$ cat src/rtl/alu_arbiter_if.sv
// Request/response and ALU-side bundle shared by the ALU arbiter and its environment.
// master: requesters plus the ALU; slave: the arbiter itself.
interface alu_arbiter_if #(
  parameter int DATA_W = 32,
  parameter int OP_W   = 4
);
  // Requester 0
  logic              req0_valid;
  logic              req0_ready;
  logic [DATA_W-1:0] req0_a;
  logic [DATA_W-1:0] req0_b;
  logic [OP_W-1:0]   req0_op;
  logic              rsp0_valid;
  logic              rsp0_ready;
  logic [DATA_W-1:0] rsp0_q;
  logic [2:0]        rsp0_flags;
  logic              rsp0_err;

  // Requester 1
  logic              req1_valid;
  logic              req1_ready;
  logic [DATA_W-1:0] req1_a;
  logic [DATA_W-1:0] req1_b;
  logic [OP_W-1:0]   req1_op;
  logic              rsp1_valid;
  logic              rsp1_ready;
  logic [DATA_W-1:0] rsp1_q;
  logic [2:0]        rsp1_flags;
  logic              rsp1_err;

  // Shared combinational ALU
  logic [DATA_W-1:0] alu_a;
  logic [DATA_W-1:0] alu_b;
  logic [OP_W-1:0]   alu_op;
  logic [DATA_W-1:0] alu_q;
  logic              alu_zero;
  logic              alu_neg;
  logic              alu_ovf;

  logic              busy;

  modport master (
    output req0_valid, req0_a, req0_b, req0_op, rsp0_ready,
    output req1_valid, req1_a, req1_b, req1_op, rsp1_ready,
    output alu_q, alu_zero, alu_neg, alu_ovf,
    input  req0_ready, rsp0_valid, rsp0_q, rsp0_flags, rsp0_err,
    input  req1_ready, rsp1_valid, rsp1_q, rsp1_flags, rsp1_err,
    input  alu_a, alu_b, alu_op, busy
  );

  modport slave (
    input  req0_valid, req0_a, req0_b, req0_op, rsp0_ready,
    input  req1_valid, req1_a, req1_b, req1_op, rsp1_ready,
    input  alu_q, alu_zero, alu_neg, alu_ovf,
    output req0_ready, rsp0_valid, rsp0_q, rsp0_flags, rsp0_err,
    output req1_ready, rsp1_valid, rsp1_q, rsp1_flags, rsp1_err,
    output alu_a, alu_b, alu_op, busy
  );
endinterface

$ cat src/rtl/alu_arbiter.sv
// Round-robin arbiter sharing one combinational ALU between two requesters.
// Each accepted operation runs IDLE -> EXEC -> RESP and is returned on its owner's response channel.
module alu_arbiter #(
  parameter int DATA_W = 32,
  parameter int OP_W   = 4
) (
  input logic          clk,
  input logic          rst_n,
  alu_arbiter_if.slave bus
);

  localparam logic [OP_W-1:0] MAX_OP = OP_W'(9);

  typedef enum logic [1:0] {
    IDLE = 2'd0,
    EXEC = 2'd1,
    RESP = 2'd2
  } state_t;

  state_t            state_q, state_d;
  logic              prio_q,  prio_d;
  logic              owner_q, owner_d;
  logic [DATA_W-1:0] a_q,     a_d;
  logic [DATA_W-1:0] b_q,     b_d;
  logic [OP_W-1:0]   op_q,    op_d;
  logic [DATA_W-1:0] res_q,   res_d;
  logic [2:0]        flags_q, flags_d;
  logic              err_q,   err_d;

  logic req_any;
  logic grant;
  logic accept;
  logic rsp_ack;

  // Grant goes to the lone valid requester, or to the favoured one on a tie.
  always_comb begin
    req_any = bus.req0_valid | bus.req1_valid;
    grant   = (bus.req0_valid && bus.req1_valid) ? prio_q : bus.req1_valid;
    accept  = (state_q == IDLE) && req_any;
    rsp_ack = (state_q == RESP) && (owner_q ? bus.rsp1_ready : bus.rsp0_ready);
  end

  // NOTE: every signal written here gets a default first, so no path leaves it unassigned and no latch is inferred.
  always_comb begin
    state_d = state_q;
    prio_d  = prio_q;
    owner_d = owner_q;
    a_d     = a_q;
    b_d     = b_q;
    op_d    = op_q;
    res_d   = res_q;
    flags_d = flags_q;
    err_d   = err_q;

    case (state_q)
      IDLE: begin
        if (accept) begin
          a_d     = grant ? bus.req1_a  : bus.req0_a;
          b_d     = grant ? bus.req1_b  : bus.req0_b;
          op_d    = grant ? bus.req1_op : bus.req0_op;
          owner_d = grant;
          prio_d  = ~grant;
          state_d = EXEC;
        end
      end

      EXEC: begin
        // Opcodes beyond SLTU have no defined ALU result, so report an error with cleared data.
        if (op_q > MAX_OP) begin
          res_d   = '0;
          flags_d = 3'b000;
          err_d   = 1'b1;
        end else begin
          res_d   = bus.alu_q;
          flags_d = {bus.alu_ovf, bus.alu_neg, bus.alu_zero};
          err_d   = 1'b0;
        end
        state_d = RESP;
      end

      RESP: begin
        if (rsp_ack) begin
          state_d = IDLE;
        end
      end

      default: state_d = IDLE;
    endcase
  end

  // NOTE: sequential state uses non-blocking assignments so all flops update together from pre-edge values.
  always_ff @(posedge clk or negedge rst_n) begin
    if (!rst_n) begin
      state_q <= IDLE;
      prio_q  <= 1'b0;
      owner_q <= 1'b0;
      a_q     <= '0;
      b_q     <= '0;
      op_q    <= '0;
      res_q   <= '0;
      flags_q <= 3'b000;
      err_q   <= 1'b0;
    end else begin
      state_q <= state_d;
      prio_q  <= prio_d;
      owner_q <= owner_d;
      a_q     <= a_d;
      b_q     <= b_d;
      op_q    <= op_d;
      res_q   <= res_d;
      flags_q <= flags_d;
      err_q   <= err_d;
    end
  end

  // Ready is gated by reset so every output reads 0 while reset is held.
  assign bus.req0_ready = rst_n && accept && !grant;
  assign bus.req1_ready = rst_n && accept &&  grant;

  assign bus.rsp0_valid = (state_q == RESP) && !owner_q;
  assign bus.rsp1_valid = (state_q == RESP) &&  owner_q;

  assign bus.rsp0_q     = res_q;
  assign bus.rsp1_q     = res_q;
  assign bus.rsp0_flags = flags_q;
  assign bus.rsp1_flags = flags_q;
  assign bus.rsp0_err   = err_q;
  assign bus.rsp1_err   = err_q;

  assign bus.alu_a  = a_q;
  assign bus.alu_b  = b_q;
  assign bus.alu_op = op_q;

  assign bus.busy = (state_q != IDLE);

endmodule

$ cat src/flat_wrapper.sv
// flat-port wrapper written by rule: the top's interface ports become plain ports
module alu_arbiter_flat 
#(
  parameter int DATA_W = 32,
  parameter int OP_W   = 4
)
  (clk, rst_n, bus_req0_valid, bus_req0_a, bus_req0_b, bus_req0_op, bus_rsp0_ready, bus_req1_valid, bus_req1_a, bus_req1_b, bus_req1_op, bus_rsp1_ready, bus_alu_q, bus_alu_zero, bus_alu_neg, bus_alu_ovf, bus_req0_ready, bus_rsp0_valid, bus_rsp0_q, bus_rsp0_flags, bus_rsp0_err, bus_req1_ready, bus_rsp1_valid, bus_rsp1_q, bus_rsp1_flags, bus_rsp1_err, bus_alu_a, bus_alu_b, bus_alu_op, bus_busy);
  alu_arbiter_if #(.DATA_W(DATA_W), .OP_W(OP_W)) bus_i ();
  input logic clk;
  input logic rst_n;
  input wire logic [$bits(bus_i.req0_valid)-1:0] bus_req0_valid;
  input wire logic [$bits(bus_i.req0_a)-1:0] bus_req0_a;
  input wire logic [$bits(bus_i.req0_b)-1:0] bus_req0_b;
  input wire logic [$bits(bus_i.req0_op)-1:0] bus_req0_op;
  input wire logic [$bits(bus_i.rsp0_ready)-1:0] bus_rsp0_ready;
  input wire logic [$bits(bus_i.req1_valid)-1:0] bus_req1_valid;
  input wire logic [$bits(bus_i.req1_a)-1:0] bus_req1_a;
  input wire logic [$bits(bus_i.req1_b)-1:0] bus_req1_b;
  input wire logic [$bits(bus_i.req1_op)-1:0] bus_req1_op;
  input wire logic [$bits(bus_i.rsp1_ready)-1:0] bus_rsp1_ready;
  input wire logic [$bits(bus_i.alu_q)-1:0] bus_alu_q;
  input wire logic [$bits(bus_i.alu_zero)-1:0] bus_alu_zero;
  input wire logic [$bits(bus_i.alu_neg)-1:0] bus_alu_neg;
  input wire logic [$bits(bus_i.alu_ovf)-1:0] bus_alu_ovf;
  output wire logic [$bits(bus_i.req0_ready)-1:0] bus_req0_ready;
  output wire logic [$bits(bus_i.rsp0_valid)-1:0] bus_rsp0_valid;
  output wire logic [$bits(bus_i.rsp0_q)-1:0] bus_rsp0_q;
  output wire logic [$bits(bus_i.rsp0_flags)-1:0] bus_rsp0_flags;
  output wire logic [$bits(bus_i.rsp0_err)-1:0] bus_rsp0_err;
  output wire logic [$bits(bus_i.req1_ready)-1:0] bus_req1_ready;
  output wire logic [$bits(bus_i.rsp1_valid)-1:0] bus_rsp1_valid;
  output wire logic [$bits(bus_i.rsp1_q)-1:0] bus_rsp1_q;
  output wire logic [$bits(bus_i.rsp1_flags)-1:0] bus_rsp1_flags;
  output wire logic [$bits(bus_i.rsp1_err)-1:0] bus_rsp1_err;
  output wire logic [$bits(bus_i.alu_a)-1:0] bus_alu_a;
  output wire logic [$bits(bus_i.alu_b)-1:0] bus_alu_b;
  output wire logic [$bits(bus_i.alu_op)-1:0] bus_alu_op;
  output wire logic [$bits(bus_i.busy)-1:0] bus_busy;
  assign bus_i.req0_valid = bus_req0_valid;
  assign bus_i.req0_a = bus_req0_a;
  assign bus_i.req0_b = bus_req0_b;
  assign bus_i.req0_op = bus_req0_op;
  assign bus_i.rsp0_ready = bus_rsp0_ready;
  assign bus_i.req1_valid = bus_req1_valid;
  assign bus_i.req1_a = bus_req1_a;
  assign bus_i.req1_b = bus_req1_b;
  assign bus_i.req1_op = bus_req1_op;
  assign bus_i.rsp1_ready = bus_rsp1_ready;
  assign bus_i.alu_q = bus_alu_q;
  assign bus_i.alu_zero = bus_alu_zero;
  assign bus_i.alu_neg = bus_alu_neg;
  assign bus_i.alu_ovf = bus_alu_ovf;
  assign bus_req0_ready = bus_i.req0_ready;
  assign bus_rsp0_valid = bus_i.rsp0_valid;
  assign bus_rsp0_q = bus_i.rsp0_q;
  assign bus_rsp0_flags = bus_i.rsp0_flags;
  assign bus_rsp0_err = bus_i.rsp0_err;
  assign bus_req1_ready = bus_i.req1_ready;
  assign bus_rsp1_valid = bus_i.rsp1_valid;
  assign bus_rsp1_q = bus_i.rsp1_q;
  assign bus_rsp1_flags = bus_i.rsp1_flags;
  assign bus_rsp1_err = bus_i.rsp1_err;
  assign bus_alu_a = bus_i.alu_a;
  assign bus_alu_b = bus_i.alu_b;
  assign bus_alu_op = bus_i.alu_op;
  assign bus_busy = bus_i.busy;
  alu_arbiter #(.DATA_W(DATA_W), .OP_W(OP_W)) u_core (.clk(clk), .rst_n(rst_n), .bus(bus_i));
endmodule
$ cat config.mk
export PLATFORM = sky130hd
export DESIGN_NAME = alu_arbiter_flat
export DESIGN_NICKNAME = d
export VERILOG_FILES = /design/src/rtl/alu_arbiter_if.sv /design/src/rtl/alu_arbiter.sv /design/src/flat_wrapper.sv
export SDC_FILE = /design/constraint.sdc
export NUM_CORES = 1
export LEC_CHECK = 0
export CORE_MARGIN = 2
export CORE_UTILIZATION = 32
export DETAILED_ROUTE_END_ITERATION = 8
export GPL_ROUTABILITY_DRIVEN = 1
export HOLD_SLACK_MARGIN = 0.08
export PLACE_DENSITY = 0.79
export SYNTH_ARGS = -nofsm -noshare
export SYNTH_HDL_FRONTEND = slang
export SYNTH_SLANG_ARGS = --single-unit
$ cat constraint.sdc
create_clock -name clk -period 1.7 [get_ports clk]
set_clock_uncertainty 0.05 [all_clocks]
set_input_delay 0.425 -clock clk [delete_from_list [all_inputs] [get_ports clk]]
set_output_delay 0.425 -clock clk [all_outputs]
set_load 0.005 [all_outputs]
======== Word-level counts from Yosys, hierarchy flattened ========
Index checks and enable logic that the tools add are counted.
W data, S select, Z words.
word-level totals
  flip-flop bits (word level) ............. 108
  logic and storage cells ................. 41
  bits of input ports ..................... 177
  output and inout port bits .............. 145
cells by class
  reduce and logical (&&, ||, !) cells .... 14
  equal/unequal tests ..................... 4
  muxes and demuxes ....................... 11
  $lt $le $gt $ge ......................... 1
  bitwise logic cells ..................... 2
operators with widths
  kind                  number
  $mux W32              3
  $logic_and A1 B1 Y1   8
  $pmux W2 S3           1
  $gt A4 B4 Y1 const B  1
  $mux W2               2
  $mux W4               1
  $ne A2 B1 Y1 const B  2
  $reduce_and A2 Y1     2
  $mux W1               3
  $mux W3               1
  $eq A2 B1 Y1 const B  1
  $eq A2 B2 Y1 const B  1
  $logic_not A1 Y1      2
  $logic_not A2 Y1      1
  $reduce_bool A2 Y1    1
  $not A1 Y1            1
  $or A1 B1 Y1          1

======== Longest topological paths before layout ========
  word-level depth ........................ 4
  gate-level depth with buffers ........... 5
  depth with buffers taken out ............ 4

======== Worst setup path before layout ========
No wires, ideal clock.
  path kind ............................... reg2out
  start ................................... reg u_core.state_q[1]
  end ..................................... out bus_req1_ready
  path slack .............................. 0.031 ns
  stages on the path, launching flop included .. 6
  data arrival time ....................... 1.194 ns
  required time ........................... 1.225 ns
  path buffers ............................ 2
  cells stage by stage .................... dfrtp_1 nor2_1 and3_1 clkbuf_1 buf_2 and2_1
on the way
  longest elaborated chain between the ends .. 4
RTL lines
  what                               RTL line            source
  start: declaration                 alu_arbiter.sv:20   state_t state_q, state_d;
  start signal: assignment           alu_arbiter.sv:104  state_q <= state_d;
  $logic_not A2 Y1                   alu_arbiter.sv:39   accept = (state_q == IDLE) && req_any;
  $logic_and A1 B1 Y1                alu_arbiter.sv:39
  $logic_and A1 B1 Y1 (2 in series)  alu_arbiter.sv:118  assign bus.req1_ready = rst_n && accept && grant;
  end: declaration                   flat_wrapper.sv:30  output wire logic [$bits(bus_i.req1_ready)-1:0] bus_req1_ready;
Every way passes these cells.

======== Worst setup path in the final report ========
Ends and elaborated chain as after synthesis.

==> impl_metrics.env <==
export IMPL_post_place_ws_ps=-602
export IMPL_max_clock_path_buffers=2
export IMPL_syn_area_per_cell_um2=12.7
export IMPL_critPathMaxStageDelay_ps=410
export IMPL_rrSetupSlack_ps=-60
export IMPL_clock_fmax_mhz=546
export IMPL_die_x_um=126
export IMPL_final_max_slew_viol_count=0
export IMPL_final_common_cell="clkdlybuf4s50_1"
export IMPL_rows=44
export IMPL_num_vias=4706
export IMPL_diodes=0
export IMPL_die_area_um2=15900
export IMPL_end_kind="output port"
export IMPL_initial_core_util_pct=32.8
export IMPL_place_congestion=0.847
export IMPL_synth_edf_count=0
export IMPL_worst_slew_pin_slew_ps=630
export IMPL_fin_ws_ps=-131
export IMPL_nNetsFinal=885
export IMPL_peakVddDrop_mv=0.774
export IMPL_crit_chain="nor2_4, and3_4, and2_4, buf_6"
export IMPL_cts_made_buffers=9
export IMPL_holdWs_ps=107
export IMPL_ys_seq_area_share_pct=56.7
export IMPL_finalCritPeriodShare_pct=108
export IMPL_final_cell_mix="clkdlybuf4s50_1 (174), dlygate4sd2_1 (117), dfrtp_1 (108)"
export IMPL_cts_hold_buf=0
export IMPL_setup_viol=52
export IMPL_clock_root_buffer="clkbuf_16"
export IMPL_drive_gt1_share_pct=15.1
export IMPL_slew_headroom_pct=58.0
export IMPL_failed_checks="setup timing"
export IMPL_grt_overflow=0
export IMPL_path_clk_slew_ps=80
export IMPL_hp_class="in -> async"
export IMPL_grt_pass1_wl_um=27700
export IMPL_power_frac_seq_pct=31.0
export IMPL_synth_nets=553
export IMPL_tritoncts="done"
export IMPL_synth_ff_type="dfrtp_1"
export IMPL_reg2reg_depth=6
export IMPL_area_delta_synth_final_pct=83.1
export IMPL_crit_type="reg -> out"
export IMPL_grt_pass1_vias=5154
export IMPL_p_comb_share_pct=52.3
export IMPL_dp_hpwl_um=12000
export IMPL_grt_max_degree=109
export IMPL_cts_max_level=3
export IMPL_intPower_w=0.00983
export IMPL_cp_start_kind="flop"
export IMPL_ys_seq_elements=108
export IMPL_wl_um=17500
export IMPL_first_pass_iters=4
export IMPL_p_leak_nw=4.33
export IMPL_yosysWarnings=0
export IMPL_n_fill_cell=1159
export IMPL_drt_iter0_markers=177
export IMPL_port_buffer_count=321
export IMPL_cp_data_arrival_time_ps=1360
export IMPL_routed_via_density=5.25
export IMPL_clk_insertion_delay_late_ps=350
export IMPL_cap_viol_max_count=0
export IMPL_remaining_drc_errors=0
export IMPL_synth_cells=376
export IMPL_antenna_found_initial=0
export IMPL_die_h_um=126
export IMPL_power_density_nw_per_um2=1680
export IMPL_switchingPower_w=0.00478
export IMPL_outcome="complete, but fails checks"
export IMPL_r2r_end="u_core.bus.alu_a[15]"
export IMPL_track_usage_pct=21.8
export IMPL_wl_per_cell_um=19.5
export IMPL_hold_viol_final=0
export IMPL_synth_cell_types=20
export IMPL_cts_sinks=108
export IMPL_coreArea_um2=14500
export IMPL_ios=322
export IMPL_synth_async_reset_ratio_pct=100
export IMPL_required_ps=1220
export IMPL_p_clk_share_pct=16.7
export IMPL_antenna_left=0
export IMPL_syn_area_um2=4760
export IMPL_tns_ps=-1920
export IMPL_path_max_fanout=3
export IMPL_cp_slowest_cell="dfrtp_1"
export IMPL_finalCriticalPeriod_ps=1830
export IMPL_switching_share_pct=32.7
export IMPL_post_route_util_pct=60.0
export IMPL_rsz0062_at_grt="true"
export IMPL_r2r_start="u_core.prio_q"
==> routing by layer <==
| layer | wire (µm) | GRT usage (%) |
|---|---|---|
| met1 | 6420 | 23.7 |
| met3 | 1400 | 5.65 |
| met4 | 542 | 9.44 |
| met5 | 0 | 0 |
| met2 | 9090 | 39.9 |
==> sequential cells by signal, summed over array words and instances, names as in the netlist <==
signal,count
u_core.state_q,2
u_core.bus.rsp0_q,32
u_core.bus.alu_b,32
u_core.bus.alu_op,4
u_core.owner_q,1
u_core.bus.alu_a,32
u_core.prio_q,1
u_core.bus.rsp0_flags,3
u_core.bus.rsp0_err,1
==> cells in the mapped netlist, types with 2 or more instances <==
master | number | share of area [%]
inv_1 | 2 | 0.16
clkbuf_1 | 16 | 1.3
buf_4 | 36 | 5.7
o21ai_0 | 2 | 0.21
nor2_1 | 5 | 0.39
dfrtp_1 | 108 | 57
and2_1 | 2 | 0.26
a22o_1 | 35 | 6.4
and3_1 | 2 | 0.26
a221o_1 | 68 | 14
o21a_1 | 69 | 11
nand2b_1 | 4 | 0.53
buf_1 | 3 | 0.24
buf_2 | 18 | 1.9
==> worst max-delay path, delay by kind of cell (launching register included) <==
kind	cells	cell delay (ps)
buffers and inverters	1	80
flip-flops	1	410
AND/OR/NAND/NOR	3	530
==> power by group through the flow <==
stage	Combinational [W]	Clock (W)	Sequential [W]
final	0.00764	0.00244	0.00452
after global routing	0.00824	0.00261	0.00469
after CTS	0.00755	0.00248	0.00452
after detailed placement	0.00758	0	0.00467
after global placement	0.00746	0	0.00459
after floorplan	0.00349	0	0.00463
==> logic make-up after synthesis <==
kind of cell / share of synthesized area (%)
flops: 56.7
buf+inv: 9.30
mux: 0.236
simple gates: 1.65
compound gates: 32.1
==> stage by stage <==
step	area, µm²	power [W]	cells
after floorplan	4760	0.00812	376
after global placement	8030	0.0121	831
after detailed placement	8030	0.0122	831
after CTS	8590	0.0146	891
after global routing	8720	0.0155	897
final	8720	0.0146	897
==> worst max-delay path by stage <==
stage,start,slack (ps),cells past startpoint,to
floorplan,u_core.state_q[1],30,5,bus_req1_ready
global placement,bus_req0_valid,-560,5,bus_req1_ready
detailed placement,bus_req0_valid,-600,5,bus_req1_ready
CTS,u_core.state_q[0],-130,4,bus_req1_ready
global route,u_core.state_q[1],-170,4,bus_req1_ready
finish,u_core.state_q[1],-130,4,bus_req1_ready
==> final cells by class <==
type / instances / area (µm²) / area share [%]
timing repair buffer: 394 / 3760 / 43.1
sequential: 108 / 2700 / 31.0
multi-input combinational: 192 / 1670 / 19.1
tap: 184 / 230 / 2.64
clock buffer: 9 / 225 / 2.58
clock inverter: 7 / 123 / 1.41
inverter: 3 / 11.3 / 0.129
==> repair_timing <==
item | 4_1_cts | 5_1_grt
cloned | 0 | 0
buffers inserted | 44 | 6
resized for setup | 146 | 31
pin swaps | 6 | 4
setup endpoints to repair | 208 | 31
Note: power is estimated with default switching activity, not from simulation.
